$ cat src/rtl/iqmod_pkg.sv
// Shared definitions for the I/Q sample source.
//   mode_e      : source select encodings (value 3 behaves as hold)
//   UNDERRUN_W  : width of the saturating underrun counter
//   iq_mid()    : mid-scale code 2^(w-1)-1 for a w-bit sample
//   iq_full()   : full-scale code 2^w-1 for a w-bit sample
package iqmod_pkg;

  typedef enum logic [1:0] {
    MODE_HOLD   = 2'd0,
    MODE_TONE   = 2'd1,
    MODE_STREAM = 2'd2,
    MODE_HOLD2  = 2'd3
  } mode_e;

  localparam int UNDERRUN_W = 16;

  function automatic int iq_mid(input int iq_w);
    return (1 << (iq_w - 1)) - 1;
  endfunction

  function automatic int iq_full(input int iq_w);
    return (1 << iq_w) - 1;
  endfunction

endpackage

$ cat src/rtl/iq_fifo.sv
// Synchronous first-word-fall-through FIFO holding packed {I,Q} pairs.
//   clk, areset_ : clock, asynchronous active-low reset (pointers/level only)
//   push_i/data_i: write strobe and pair; ignored while full
//   pop_i        : drop the head entry; ignored while empty
//   data_o       : current head entry (valid whenever empty_o is low)
//   full_o/empty_o/level_o : occupancy flags and count of stored entries
module iq_fifo #(
  parameter int W     = 8,
  parameter int DEPTH = 16
) (
  input  logic                     clk,
  input  logic                     areset_,
  input  logic                     push_i,
  input  logic [W-1:0]             data_i,
  input  logic                     pop_i,
  output logic [W-1:0]             data_o,
  output logic                     full_o,
  output logic                     empty_o,
  output logic [$clog2(DEPTH):0]   level_o
);

  localparam int AW = $clog2(DEPTH);
  localparam int LW = AW + 1;

  logic [W-1:0]  mem [DEPTH];
  logic [AW-1:0] wr_q, wr_d;
  logic [AW-1:0] rd_q, rd_d;
  logic [LW-1:0] level_q, level_d;
  logic          do_push, do_pop;

  assign do_push = push_i & ~full_o;
  assign do_pop  = pop_i & ~empty_o;

  // Pointers wrap naturally because DEPTH is a power of two.
  always_comb begin
    wr_d    = wr_q + AW'(do_push);
    rd_d    = rd_q + AW'(do_pop);
    level_d = level_q + LW'(do_push) - LW'(do_pop);
  end

  always_ff @(posedge clk or negedge areset_) begin
    if (!areset_) begin
      wr_q    <= '0;
      rd_q    <= '0;
      level_q <= '0;
    end else begin
      wr_q    <= wr_d;
      rd_q    <= rd_d;
      level_q <= level_d;
    end
  end

  // Storage is not reset; the pointers define which entries are meaningful.
  for (genvar gi = 0; gi < DEPTH; gi++) begin : g_mem
    always_ff @(posedge clk) begin
      if (do_push && (wr_q == AW'(gi))) begin
        mem[gi] <= data_i;
      end
    end
  end

  // Head is read combinationally so a tick can pop it straight into the outputs.
  assign data_o  = mem[rd_q];
  assign full_o  = (level_q == LW'(DEPTH));
  assign empty_o = (level_q == '0);
  assign level_o = level_q;

endmodule

$ cat src/rtl/iq_sample_source.sv
// I/Q sample source for the iqmod modulator core.
//   clk, areset_      : clock, asynchronous active-low reset
//   mode              : 0/3 hold, 1 square-wave AM tone, 2 byte stream
//   byte_in/valid/ready: stream byte handshake from the USB reader
//   i_out, q_out      : registered sample pair, updated on each sample tick
//   sample_stb        : one-cycle pulse on the cycle the outputs change
//   fifo_level        : pairs currently buffered
//   underruns         : saturating count of stream ticks that found no data
//   status            : front-panel lights
module iq_sample_source
  import iqmod_pkg::*;
#(
  parameter int IQ_W       = 4,
  parameter int DEPTH      = 16,
  parameter int SAMPLE_DIV = 50000
) (
  input  logic                    clk,
  input  logic                    areset_,
  input  logic [1:0]              mode,
  input  logic [7:0]              byte_in,
  input  logic                    byte_valid,
  output logic                    byte_ready,
  output logic [IQ_W-1:0]         i_out,
  output logic [IQ_W-1:0]         q_out,
  output logic                    sample_stb,
  output logic [$clog2(DEPTH):0]  fifo_level,
  output logic [UNDERRUN_W-1:0]   underruns,
  output logic [7:0]              status
);

  localparam int PAIR_W = 2 * IQ_W;
  localparam int LVL_W  = $clog2(DEPTH) + 1;
  localparam int CNT_W  = $clog2(SAMPLE_DIV);

  localparam logic [IQ_W-1:0] MID     = IQ_W'(iq_mid(IQ_W));
  localparam logic [IQ_W-1:0] FULL    = IQ_W'(iq_full(IQ_W));
  localparam logic [IQ_W-1:0] TONE_HI = IQ_W'(2 * iq_mid(IQ_W));

  mode_e mode_s;
  assign mode_s = mode_e'(mode);

  // ---------------------------------------------------------------------
  // Sample tick
  // ---------------------------------------------------------------------
  logic [CNT_W-1:0] cnt_q, cnt_d;
  logic             tick;

  assign tick  = (cnt_q == CNT_W'(SAMPLE_DIV - 1));
  assign cnt_d = tick ? '0 : cnt_q + CNT_W'(1);

  // ---------------------------------------------------------------------
  // Byte assembler
  // ---------------------------------------------------------------------
  logic              accept;
  logic              push;
  logic [PAIR_W-1:0] push_data;
  logic              fifo_full, fifo_empty;
  logic [PAIR_W-1:0] head;

  assign byte_ready = (mode_s == MODE_STREAM) & ~fifo_full;
  assign accept     = byte_valid & byte_ready;

  if (IQ_W == 8) begin : g_asm8
    logic       phase_q, phase_d;
    logic [7:0] first_q, first_d;

    // Leaving stream mode drops any half-received pair.
    always_comb begin
      phase_d = phase_q;
      first_d = first_q;
      if (mode_s != MODE_STREAM) begin
        phase_d = 1'b0;
      end else if (accept) begin
        phase_d = ~phase_q;
        if (!phase_q) begin
          first_d = byte_in;
        end
      end
    end

    always_ff @(posedge clk or negedge areset_) begin
      if (!areset_) begin
        phase_q <= 1'b0;
        first_q <= '0;
      end else begin
        phase_q <= phase_d;
        first_q <= first_d;
      end
    end

    assign push      = accept & phase_q;
    assign push_data = {first_q, byte_in};
  end else begin : g_asm4
    // One byte carries a whole pair: I in the high nibble, Q in the low.
    assign push      = accept;
    assign push_data = byte_in;
  end

  // ---------------------------------------------------------------------
  // Sample FIFO
  // ---------------------------------------------------------------------
  logic pop;
  assign pop = tick & (mode_s == MODE_STREAM) & ~fifo_empty;

  iq_fifo #(
    .W     (PAIR_W),
    .DEPTH (DEPTH)
  ) u_fifo (
    .clk     (clk),
    .areset_ (areset_),
    .push_i  (push),
    .data_i  (push_data),
    .pop_i   (pop),
    .data_o  (head),
    .full_o  (fifo_full),
    .empty_o (fifo_empty),
    .level_o (fifo_level)
  );

  // Status lights show the occupancy as it will be after this cycle's
  // push/pop, so the panel matches fifo_level on the following cycle.
  logic [LVL_W-1:0] lvl_next;
  logic [3:0]       lvl4;

  assign lvl_next = fifo_level + LVL_W'(push) - LVL_W'(pop);

  if (LVL_W >= 4) begin : g_lvl_trunc
    assign lvl4 = lvl_next[3:0];
  end else begin : g_lvl_ext
    assign lvl4 = {{(4 - LVL_W){1'b0}}, lvl_next};
  end

  // ---------------------------------------------------------------------
  // Output registers
  // ---------------------------------------------------------------------
  logic [IQ_W-1:0]       i_q, i_d;
  logic [IQ_W-1:0]       q_q, q_d;
  logic [7:0]            status_q, status_d;
  logic                  stb_q, stb_d;
  logic [UNDERRUN_W-1:0] und_q, und_d;

  always_comb begin
    i_d      = i_q;
    q_d      = q_q;
    status_d = status_q;
    und_d    = und_q;
    stb_d    = tick;
    if (tick) begin
      case (mode_s)
        MODE_TONE: begin
          status_d = ~status_q;
          i_d      = status_d[0] ? TONE_HI : MID;
          q_d      = MID;
        end
        MODE_STREAM: begin
          if (!fifo_empty) begin
            {i_d, q_d} = head;
          end else if (und_q != '1) begin
            und_d = und_q + UNDERRUN_W'(1);
          end
          status_d = {(lvl_next == '0), (lvl_next == LVL_W'(DEPTH)),
                      (und_d != '0), 1'b0, lvl4};
        end
        default: begin
        end
      endcase
    end
  end

  always_ff @(posedge clk or negedge areset_) begin
    if (!areset_) begin
      cnt_q    <= '0;
      i_q      <= FULL;
      q_q      <= MID;
      status_q <= 8'hff;
      stb_q    <= 1'b0;
      und_q    <= '0;
    end else begin
      cnt_q    <= cnt_d;
      i_q      <= i_d;
      q_q      <= q_d;
      status_q <= status_d;
      stb_q    <= stb_d;
      und_q    <= und_d;
    end
  end

  assign i_out      = i_q;
  assign q_out      = q_q;
  assign status     = status_q;
  assign sample_stb = stb_q;
  assign underruns  = und_q;

endmodule

$ cat config.mk
export PLATFORM = sky130hd
export DESIGN_NAME = iq_sample_source
export DESIGN_NICKNAME = d
export VERILOG_FILES = /design/src/rtl/iqmod_pkg.sv /design/src/rtl/iq_fifo.sv /design/src/rtl/iq_sample_source.sv
export SDC_FILE = /design/constraint.sdc
export NUM_CORES = 1
export LEC_CHECK = 0
export BUFFER_PORTS_ARGS = -buffer_cell sky130_fd_sc_hd__buf_2
export CORE_UTILIZATION = 63
export CTS_BUF_LIST = sky130_fd_sc_hd__clkbuf_4 sky130_fd_sc_hd__clkbuf_8
export CTS_CLUSTER_SIZE = 24
export DETAILED_ROUTE_END_ITERATION = 10
export PLACE_DENSITY_LB_ADDON = 0.08
export SLEW_MARGIN = 25
export SYNTH_ARGS = -nofsm -noshare
export SYNTH_HDL_FRONTEND = slang
export SYNTH_HIERARCHICAL = 1
export SYNTH_SLANG_ARGS = --single-unit
export TNS_END_PERCENT = 30
$ cat constraint.sdc
create_clock -name clk -period 5.25 [get_ports clk]
set_clock_uncertainty 0.15 [all_clocks]
set_input_delay 1.3125 -clock clk [delete_from_list [all_inputs] [get_ports clk]]
set_output_delay 1.3125 -clock clk [all_outputs]
set_load 0.005 [all_outputs]
# Yosys cells after proc, flatten, opt, wreduce, memory -nomap -nowiden
# Memories as Yosys holds them, arrays and structs flattened.
# Cells that the tools add are included.
# totals
regBits,62
ramBits,128
output_inout_bits,39
wordCells,176
memories,1
# classes
addsub,8
eq_ne,22
n_mux,88
bitwise,9
n_reduce_logical,39
# mem_list
name,depth,width,rd,rd_clocked_by_memory_dff,wr,line,rtl
u_fifo.mem,16,8,1,0,1,iq_fifo.sv:25,logic [W-1:0] mem [DEPTH];
# ops
operator,n
$mux 8,15
$reduce_or 8->1,15
$mux 16,5
$mux 4,18
$mux 1,47
$add 16x1->16 const B,2
$eq 4x4->1 const B,8
$eq 16x16->1 const B,1
$eq 4x3->1 const B,4
$logic_and 1x1->1,16
$ne 16x16->1 const B,1
$pmux 4 s2,2
$pmux 8 s2,1
$reduce_bool 16->1,1
$add 5x1->5,2
$eq 5x5->1 const B,2
$logic_not 5->1,2
$sub 5x1->5,2
$add 4x1->4,2
$eq 4x2->1 const B,2
$not 8->8,1
$and 1x1->1,6
$eq 4x1->1 const B,1
$logic_not 4->1,1
7 further kinds,9

# Longest topological paths before layout
# Gate-level depths: netlist of run 1.
# logic_depth
word_depth,24
depth_mapped,17
mapped_depth_nobuf,15

# By module
# Netlist of run 1, hierarchy kept.
# modules_own_cells
mod,n_inst,cells_per_inst,area_each_um2,seq_area_each_um2
iq_fifo,1,279,5699.2,4169.0
iq_sample_source,1,306,2920.3,1244.9

# Worst setup path after synthesis of run 1
# No wires, ideal clock.
# synth_timing
kind,in2reg
startpoint,input port mode[0]
endpoint,"register status_q[7], in the netlist status[7]"
setup_time_ps,72
arrival_time_ps,4111
required_ps,5028
setup_slack_ps,917
cell_stages,15
path_buffers,1
path_cell_list,inv_1 -> ha_1 -> buf_2 -> clkinv_1 -> nor2_1 -> and2_1 -> inv_1 -> ha_1 -> inv_1 -> ha_1 -> fa_1 -> xor2_1 -> or3_1 -> o32a_1 -> o21ai_1
# synth_between
elab_chain_cells,7
# synth_rtl
item,line,rtl
start: declaration,iq_sample_source.sv:19,"input logic [1:0] mode,"
$eq 2x2->1,iq_sample_source.sv:60,assign byte_ready = (mode_s == MODE_STREAM) & ~fifo_full;
$and 1x1->1,iq_sample_source.sv:60,
net byte_ready,iq_sample_source.sv:22,"output logic byte_ready,"
$and 1x1->1,iq_sample_source.sv:61,assign accept = byte_valid & byte_ready;
net accept,iq_sample_source.sv:54,logic accept;
$add 5x1->5,iq_sample_source.sv:125,assign lvl_next = fifo_level + LVL_W'(push) - LVL_W'(pop);
$sub 5x1->5,iq_sample_source.sv:125,
$logic_not 5->1,iq_sample_source.sv:161,"status_d = {(lvl_next == '0), (lvl_next == LVL_W'(DEPTH)),"
$pmux 8 s2,iq_sample_source.sv:149,case (mode_s)
end signal: assignment,iq_sample_source.sv:182,status_q <= status_d;
end: declaration,iq_sample_source.sv:138,"logic [7:0] status_q, status_d;"
# The timed path passes the listed nets, and every way through them passes these cells.
# A chain may end at the register's enable or synchronous reset.

# Final worst setup path of run 1
# layout_timing
startpoint,input port mode[0]
endpoint,"register status_q[7], in the netlist status[7]"
# layout_between
elab_chain_cells,7
# layout_rtl
item,line
$eq 2x2->1,iq_sample_source.sv:60
$and 1x1->1,iq_sample_source.sv:60
$and 1x1->1,iq_sample_source.sv:61
net accept,iq_sample_source.sv:54
$add 5x1->5,iq_sample_source.sv:125
$sub 5x1->5,iq_sample_source.sv:125
$logic_not 5->1,iq_sample_source.sv:161
$pmux 8 s2,iq_sample_source.sv:149
# The timed path passes the listed nets, and every way through them passes these cells.

==> results.md, run 1 <==
- Final setup vio count: 0
- Detailed Place HPWL: 11500 µm
- Startpoint class of the critical path: input pin
- Crit path time final: 3.87 ns
- XOR/XNOR Fraction of Synth Area: 4.27%
- Die area: 14200 µm²
- Cells after Synth: 585
- Die W: 119 µm
- Fin crit share: 73.7%
- Clk sinks: 190
- Crit path required time: 5.48 ns
- Compound-Gate Fraction of Synth Area: 4.86%
- Synthesis-to-finish area growth: 9.71%
- Post-synthesis mux area share: 9.60%
- CTS H-tree depth: 4
- Slew Limit Headroom: 31.4%
- Seq cells post-synth: 190
- Antenna Cells: 0
- # Post-CTS Setup Buffers: 0
- Largest family of logic cells by synthesized area: simple AND/OR/NAND/NOR gates
- Num rows: 42
- DRT Pass-1 Iters: 6
- Vias/cell: 6.08
- Setup TNS: 0 ns
- Synth area leaders: edfxtp_1, dfrtp_1, mux4_2
- Syn Area/Cell: 14.7 µm²
- Via count: 5061
- Top FF cell, synth: edfxtp_1
- Worst-Skew Late Latency: 0.46 ns
- Largest net degree at the start of global routing: 38
- PwrDens: 334 nW/µm²
- Root Buffer: clkbuf_8
- Syn Nets: 619
- CTS hold repair buffers: 0
- CTS tree: done
- # resized after CTS: 0
- Max Cap Viol: 0
- Clock-pin slew on the worst setup and hold paths: 0.09 ns
- Nets: 678
- CP Cell Sequence: buf_2 > inv_1 > ha_1 > clkinv_1 > nor2_1 > and2_1 > inv_1 > ha_1 > inv_1 > ha_1 > fa_1 > xor2_1 > or3_1 > o32a_1 > o21ai_1
- Slew of the pin with the lowest slew margin: 1.02 ns
- Yosys Warn Count: 6
- Critical Path Stages: 15
- Overall power: 0.00316 W
- ANT nets after route: 0
- CP Buf/Inv Count: 5
- Number of global-route vias before repair: 5120
- Mapped Area: 8620 µm²
- Worst Hold Depth: 2
- Critical path's top delay family: adder cells
- Critical Path Max Stage Delay: 0.40 ns
- Worst path slowest cell: fa_1
- Post-Synth Simple-Gate Area: 12.2%
- Top cell type's share of synthesized area: 44.6%
- DRC Markers: 0
- Post-Place Setup Slack: 0.922 ns
- Worst reg-to-reg path cell count: 13
- Critical path fanouts, max: 2
- WP data arrival: 4.10 ns
- CP endpoint kind: flip-flop
- Total track usage: 25.0%
- Routed len/inst: 19.9 µm
- Final WL: 16600 µm
- DR iter-0 viols: 408
- Port bufs: 51
- Max frequency: 258 MHz
- CTS max path bufs: 2
- Hold Crit Class: flip-flop to flip-flop
- Die Y: 119 µm
- PnR worst setup slack: 1.38 ns
- Layout cell share with drive strength beyond 1: 23.7%
- Post-synth EDFFs: 128
- Worst vdd ir: 0.324 mV
- Crit path kind: input pin to flip-flop
- RSZ-0062 raised after global routing: false
- Area leader, netlist: edfxtp_1
- Total gr overflow: 0
- Initial Utilization: 64.8%
- Synth unique cells: 68
- Async SR Flop Fraction: 32.6%
- P_leak: 3.60 nW
- Sequential fraction of the synthesis area: 62.8%
- Adder-cell share of the synthesized area: 3.22%
- Outcome: finished, final reports clean
- Num ports: 52
- Final hold violations: 0
- Slew Viols, Final: 0
- First-pass GRT wire length: 26300 µm
- Initial antenna violation count: 0
- Cts bufs inserted: 17
- Routability cong.: 0.891
- Core ar.: 13300 µm²
-- per-stage QoR --
stage,hold WS [ns],utilization [%],area [µm²],instances
6_report,0.329,71.1,9460,833
5_1_grt,0.351,71.1,9460,833
4_1_cts,0.335,71.1,9460,833
3_5_place_dp,0.321,68.1,9050,801
3_3_place_gp,0.310,68.1,9050,801
2_1_floorplan,0.297,-,8620,585
-- cells in the final DEF, fill, tap and decap left out, types with 14 or more instances in the layout --
cell and instances:
ha_1 19, buf_4 15, buf_2 51, nand2_1 38, nor4_1 14, clkbuf_8 17
xor2_1 18, xnor2_1 24, edfxtp_1 128, mux4_2 18, mux4_1 14, a22oi_1 16
nand3_1 17, nor2_1 44, dfstp_2 15, inv_1 25, dfrtp_1 46
-- sequential cells by signal, summed over array words and instances, names as in the netlist --
register        flops
status              8
cnt_q              16
i_out               4
u_fifo/wr_q         4
q_out               4
u_fifo/rd_q         4
sample_stb          1
underruns          16
u_fifo/level_o      5
u_fifo/mem        128
-- Yosys cell counts (all sizes together) (3+ instances only) --
master           n
and4bb           3
xor2            18
clkbuf           8
nand2           39
a31oi            6
or3              6
nor4            16
dfrtp           47
dfstp           15
nand2b           5
mux4            32
nor4b            3
ha              19
xnor2           24
and3            12
a21oi           10
nand4            6
edfxtp         128
nor2            45
nor3            14
and2             3
a22oi           16
buf             15
mux2             3
nor2b            4
o21ai           14
inv             25
nand3           17
clkdlybuf4s25    3
a21o             4
-- cell type report --
type | count | area (µm²)
Sequential cell | 190 | 5420
Fill cell | 924 | 3840
Multi-Input combinational cell | 343 | 2950
Timing Repair Buffer | 66 | 368
Clock buffer | 17 | 234
Tap cell | 176 | 220
Clock inverter | 15 | 170
Inverter | 26 | 97.6
-- power breakdown --
part / switching [W] / total, W / internal [W]
registers: 0.0000920 / 0.00177 / 0.00168
logic: 0.000240 / 0.000439 / 0.000199
clock network: 0.000549 / 0.000950 / 0.000402
total: 0.000880 / 0.00316 / 0.00228
-- kinds of logic after synthesis --
kind of cell | after synthesis
buffers and inverters | 52
AO/OA/AOI/OAI | 62
multiplexers | 37
AND/OR/NAND/NOR | 181
adder cells (fa/ha/maj) | 21
XOR/XNOR | 42
flip-flops | 190
-- layer usage --
metal / routed length [µm] / up-vias / share of wire, % / GRT usage, %
met3: 805 / 19 / 4.9 / 5.75
met2: 8450 / 161 / 51 / 41.7
li1: - / 2334 / - / -
met4: 250 / 0 / 1.5 / 8.54
met1: 7070 / 2547 / 43 / 32.6
met5: 0 / - / 0 / 0
-- worst paths after layout --
check | endpoint | slack, ns | start
max | status[7] | 1.38 | mode[0]
min | status[7] | 0.33 | status[7]
max reg2reg | status[7] | 1.42 | cnt_q[0]
min reg2reg | status[7] | 0.33 | status[7]
max in group asynchronous | q_out[2] | 3.32 | areset_
min in group asynchronous | u_fifo/level_o[3] | 0.70 | areset_
-- worst min-delay path: stages (launching register included) --
cell     delay [ns]
dfstp_2        0.38
nand2_1        0.04
o21ai_1        0.06
(Power assumes the default switching activity.)
==> run 2, diff against run 1 <==
CORE_UTILIZATION = 57   (was 63)
clock period = 3.48 ns   (was 5.25 ns; I/O delays follow)
==> results.md, run 2 (synthesis gave the netlist of run 1 again) <==
- CP endpoint kind: flip-flop
- Slew Viols, Final: 0 (unchanged)
- P_leak: 3.78 nW (+4.8%)
- Vias/cell: 5.98 (-1.5%)
- Worst vdd ir: 0.267 mV (-18%)
- Number of global-route vias before repair: 5069 (-1.0%)
- Failing checks: design-rule violations
- Antenna Cells: 0 (unchanged)
- Largest net degree at the start of global routing: 35 (-7.9%)
- Root Buffer: clkbuf_8
- Reg2Reg Setup Slack: 0.1 ns (-1.32 ns)
- Core ar.: 14600 µm² (+10%)
- ANT nets after route: 0 (unchanged)
- CTS H-tree depth: 4 (unchanged)
- Crit path time final: 3.38 ns
- Util after Layout: 67.1% (-4.0 points)
- Routed len/inst: 20.0 µm (+0.34%)
- Initial Utilization: 58.9% (-6.0 points)
- CTS hold repair buffers: 0 (unchanged)
- Num ports: 52 (unchanged)
- DRC Markers: 16 (+16)
- Worst reg-to-reg path cell count: 12 (-1)
- DRT Pass-1 Iters: 8 (+2)
- CTS max path bufs: 2 (unchanged)
- Critical path fanouts, max: 4 (+2)
- Most common cell after layout, fill and taps aside: edfxtp_1
- Detailed Place HPWL: 11900 µm (+3.6%)
- PwrDens: 508 nW/µm² (+52%)
- Worst-Skew Late Latency: 0.47 ns (about the same)
- CP Capture Point: status[7]
- Most frequent cells in the layout: edfxtp_1, buf_2, dfrtp_1, buf_4, nor2_1
- Final WL: 17400 µm (+5.0%)
- Nets: 709 (+4.6%)
- Num rows: 44 (+4.8%)
- First-pass GRT wire length: 27800 µm (+5.8%)
- Hold Crit Class: input pin to asynchronous set/reset pin
- Port bufs: 51 (unchanged)
- Final setup vio count: 0 (unchanged)
- PnR worst setup slack: 0.0955 ns (-1.28 ns)
- Layout cell share with drive strength beyond 1: 29.2% (+5.5 points)
- Crit path required time: 3.72 ns (-1.76 ns)
- Max reg flops: 128 (unchanged)
- Via count: 5216 (+3.1%)
- WP data arrival: 3.63 ns (-0.47 ns)
- Outcome: complete, but fails checks
- Top reg by flops: u_fifo/mem
- DR iter-0 viols: 377 (-7.6%)
- Initial antenna violation count: 0 (unchanged)
- Max Cap Viol: 0 (unchanged)
- Routability cong.: 0.865 (-2.9%)
- Clk sinks: 190 (unchanged)
- Die area: 15600 µm² (+10%)
- R2r endpoint: status[7]
- Overall power: 0.00499 W (+58%)
- Die Y: 125 µm (+5.0%)
- CTS tree: done
- Die W: 125 µm (+5.0%)
- Total gr overflow: 0 (unchanged)
- Final hold violations: 0 (unchanged)
- Slew of the pin with the lowest slew margin: 0.663 ns (-0.362 ns)
- Clock-pin slew on the worst setup and hold paths: 0.10 ns (about the same)
- Slew Limit Headroom: 55.8% (+24 points)
- Reg-to-reg startpoint: cnt_q[11]
- Max frequency: 295 MHz
- Crit path kind: flip-flop to flip-flop
- Synthesis-to-finish area growth: 14.0%
- Startpoint class of the critical path: flip-flop
- Cts bufs inserted: 17 (unchanged)
- Post-Place Setup Slack: -0.169 ns (-1.09 ns)
- Total track usage: 23.7% (-1.3 points)
- CP Launch Point: cnt_q[11]
- Fin crit share: 97.3%
-- run 2: cell types whose count changed in the layout (fill, tap and decap cells not counted), moves of 2 or more --
cell	previous run	this run
bufinv_16	1	3
inv_1	25	22
ha_1	19	16
inv_2	0	2
inv_6	4	1
ha_4	0	3
buf_4	15	46
nor2_1	44	42
clkinvlp_4	0	3
clkinv_4	2	4
inv_8	4	2
-- run 2: cell type report --
cell class / instances / area, µm²
clock inverters: 14 / 184
well taps: 184 / 230
repair buffers: 97 / 601
flip-flops and latches: 190 / 5420
multi-input cells: 343 / 3030
clock buffers: 18 / 248
fillers: 1049 / 4820
inverters: 26 / 123
-- run 2: repair_timing --
item                       4_1_cts  5_1_grt
resized for setup                0        4
setup buffers                    0        2
setup endpoints to repair        0        2
-- run 2: how the worst min path moves through the flow --
stage	start	to	slack, ns	cells past startpoint
final	areset_	u_fifo/level_o[1]	0.13	1
after floorplan	cnt_q[0]	cnt_q[0]	0.30	1
after global placement	status[2]	status[2]	0.31	2
after CTS	areset_	u_fifo/level_o[4]	0.11	1
after detailed placement	status[7]	status[7]	0.32	2
after global routing	areset_	u_fifo/level_o[0]	0.10	1
-- run 2: routing by layer --
layer  vias up  global-route usage (%)  wire length [µm]
met3        22                    4.15               745
met5         -                       0                 0
met4         0                    8.03               293
met2       148                    36.4              8250
met1      2645                    34.8              8120
li1       2401                       -                 -
-- run 2: report_power, final --
part / internal, W / total, W / switching, W
Combinational: 0.000378 / 0.000811 / 0.000433
Sequential: 0.00253 / 0.00264 / 0.000108
Clock: 0.000744 / 0.00154 / 0.000800
-- run 2: critical path, stage by stage, from the launching register on --
cell and delay, ns:
dfrtp_1 0.43, nor4bb_1 0.38, and4_4 0.32, nand2_2 0.07, nor2_2 0.14, ha_4 0.22, inv_2 0.06, ha_4 0.13
fa_2 0.42, nand2b_4 0.15, or3_1 0.38, o32a_1 0.36, o21ai_1 0.12
-- run 2: metrics by stage --
step,std cells,hold WS [ns],area [µm²],TNS (ns)
after floorplan,585,0.297,8730,-0.0519
after global placement,838,0.311,9370,-0.126
after detailed placement,838,0.316,9370,-0.192
after CTS,870,0.108,9800,0
after global routing,872,0.105,9830,-0.0426
final,872,0.129,9830,0
==> run 3, diff against run 2 <==
CORE_UTILIZATION = 35   (was 57)
==> results.md, run 3 (synthesis gave the netlist of run 1 again) <==
- Outcome: finished, final reports clean
- Final setup vio count: 0 (unchanged)
- Most common cell after layout, fill and taps aside: edfxtp_1
- First-pass GRT wire length: 30400 µm (+9.5%)
- Fillers: 2262 (+120%)
- Crit path kind: flip-flop to flip-flop
- Layout cell share with drive strength beyond 1: 28.8% (-0.46 points)
- Die Y: 159 µm (+27%)
- Worst vdd ir: 0.229 mV (-14%)
- Worst reg-to-reg path cell count: 13 (+1)
- P_leak: 3.78 nW (about the same)
- Clk sinks: 190 (unchanged)
- WP data arrival: 3.59 ns (-0.04 ns)
- Most frequent cells in the layout: edfxtp_1, buf_2, dfrtp_1
- CP endpoint kind: flip-flop
- Register Area: 5420 µm² (unchanged)
- Reg-to-reg startpoint: cnt_q[0]
- Critical path fanouts, max: 3 (-1)
- Overall power: 0.00501 W (+0.28%)
- DP Cell Count: 977 (+17%)
- Startpoint class of the critical path: flip-flop
- Total gr overflow: 0 (unchanged)
- CTS hold repair buffers: 0 (unchanged)
- Synthesis-to-finish area growth: 16.2%
- CTS H-tree depth: 4 (unchanged)
- CTS tree: done
- Initial Utilization: 35.5% (-23 points)
- Multi-input gate area: 3030 µm² (about the same)
- Largest net degree at the start of global routing: 35 (unchanged)
- Hold Crit Class: input pin to asynchronous set/reset pin
- Max reg flops: 128 (unchanged)
- CTS max path bufs: 2 (unchanged)
- Routed len/inst: 18.7 µm (-6.3%)
- Slew of the pin with the lowest slew margin: 0.790 ns (+0.127 ns)
- Util after Layout: 41.3% (-26 points)
- Port bufs: 51 (unchanged)
- Non-filler cells, final: 1009 (+16%)
- ANT nets after route: 0 (unchanged)
- Slew Viols, Final: 0 (unchanged)
- Final hold violations: 0 (unchanged)
- Routability cong.: 0.783 (-9.5%)
- Nets: 706 (-0.42%)
- Slew Limit Headroom: 47.2% (-8.7 points)
- Num rows: 57 (+30%)
- RSZ-0062 raised after global routing: false
- Setup TNS: 0 ns (unchanged)
- Crit path required time: 3.74 ns (+0.02 ns)
- Root Buffer: clkbuf_8
- Via count: 5081 (-2.6%)
- DRT Pass-1 Iters: 4 (-4)
- Top reg by flops: u_fifo/mem
- Post-route cell area: 10000 µm² (+1.9%)
- PwrDens: 500 nW/µm² (-1.6%)
- Num ports: 52 (unchanged)
- Fin crit share: 95.7% (-1.5 points)
- Core ar.: 24200 µm² (+66%)
- Final WL: 18900 µm (+8.4%)
- DRC Markers: 0 (-16)
- CP Launch Point: cnt_q[0]
- Total track usage: 15.9% (-7.9 points)
- Max Cap Viol: 0 (unchanged)
- Cts bufs inserted: 17 (unchanged)
- Number of global-route vias before repair: 5342 (+5.4%)
- Crit path time final: 3.33 ns (-0.0536 ns)
- Die area: 25300 µm² (+62%)
- DR iter-0 viols: 316 (-16%)
- Clock-pin slew on the worst setup and hold paths: 0.11 ns (about the same)
- Die W: 159 µm (+27%)
- Worst-Skew Late Latency: 0.47 ns (about the same)
- Max frequency: 300 MHz (+1.6%)
- Initial antenna violation count: 0 (unchanged)
- Detailed Place HPWL: 13000 µm (+9.1%)
- Vias/cell: 5.04 (-16%)
- Antenna Cells: 0 (unchanged)
- Post-DP Area: 9580 µm² (+2.2%)
run 3: path summary, 6_finish.rpt:
check	to	slack, ns
min in group clk	status[2]	0.33
max reg2reg	status[7]	0.15
min reg2reg	status[2]	0.33
max in group asynchronous	q_out[1]	2.17
min	underruns[8]	0.30
max	status[7]	0.15
run 3: final cells by class:
cell class / instances / share of cell area [%]
Inverter: 26 / 1.22
Timing Repair Buffer: 94 / 6.15
Sequential cell: 190 / 54.1
Clock buffer: 17 / 2.34
Clock inverter: 15 / 1.95
Tap cell: 324 / 4.05
Multi-Input combinational cell: 343 / 30.2
run 3: per-stage QoR:
stage | hold WS, ns | worst slack [ns]
after CTS | 0.312 | 0.0125
after floorplan | 0.297 | -0.0519
after detailed placement | 0.319 | -0.200
after global placement | 0.312 | -0.159
after global routing | 0.337 | 0.0227
final | 0.303 | 0.149
run 3: timing repair:
item                       4_1_cts  5_1_grt
resized for setup                0        4
setup endpoints to repair        0        3
buffers inserted                 0        0
run 3: metal layers:
| layer | global-route usage, % | up-vias | share of wire (%) |
|---|---|---|---|
| met1 | 20.7 | 2587 | 46 |
| met5 | 0 | - | 0 |
| met4 | 4.94 | 0 | 1.2 |
| li1 | - | 2394 | - |
| met3 | 2.79 | 19 | 2.9 |
| met2 | 26.9 | 81 | 49 |
run 3: power by group:
group	leakage [nW]	switching [W]	internal [W]
combinational	1.65	0.000426	0.000380
sequential	1.91	0.000110	0.00253
clock	0.218	0.000880	0.000681
run 3: critical path, stage by stage, from the launching register on:
cell,delay (ns)
dfrtp_1,0.39
ha_1,0.23
and3_1,0.21
and4_4,0.20
nand2_1,0.13
nor2_4,0.06
ha_4,0.27
inv_2,0.04
ha_4,0.16
fa_2,0.43
nand2b_4,0.15
or3_1,0.39
o32a_1,0.36
o21ai_1,0.12
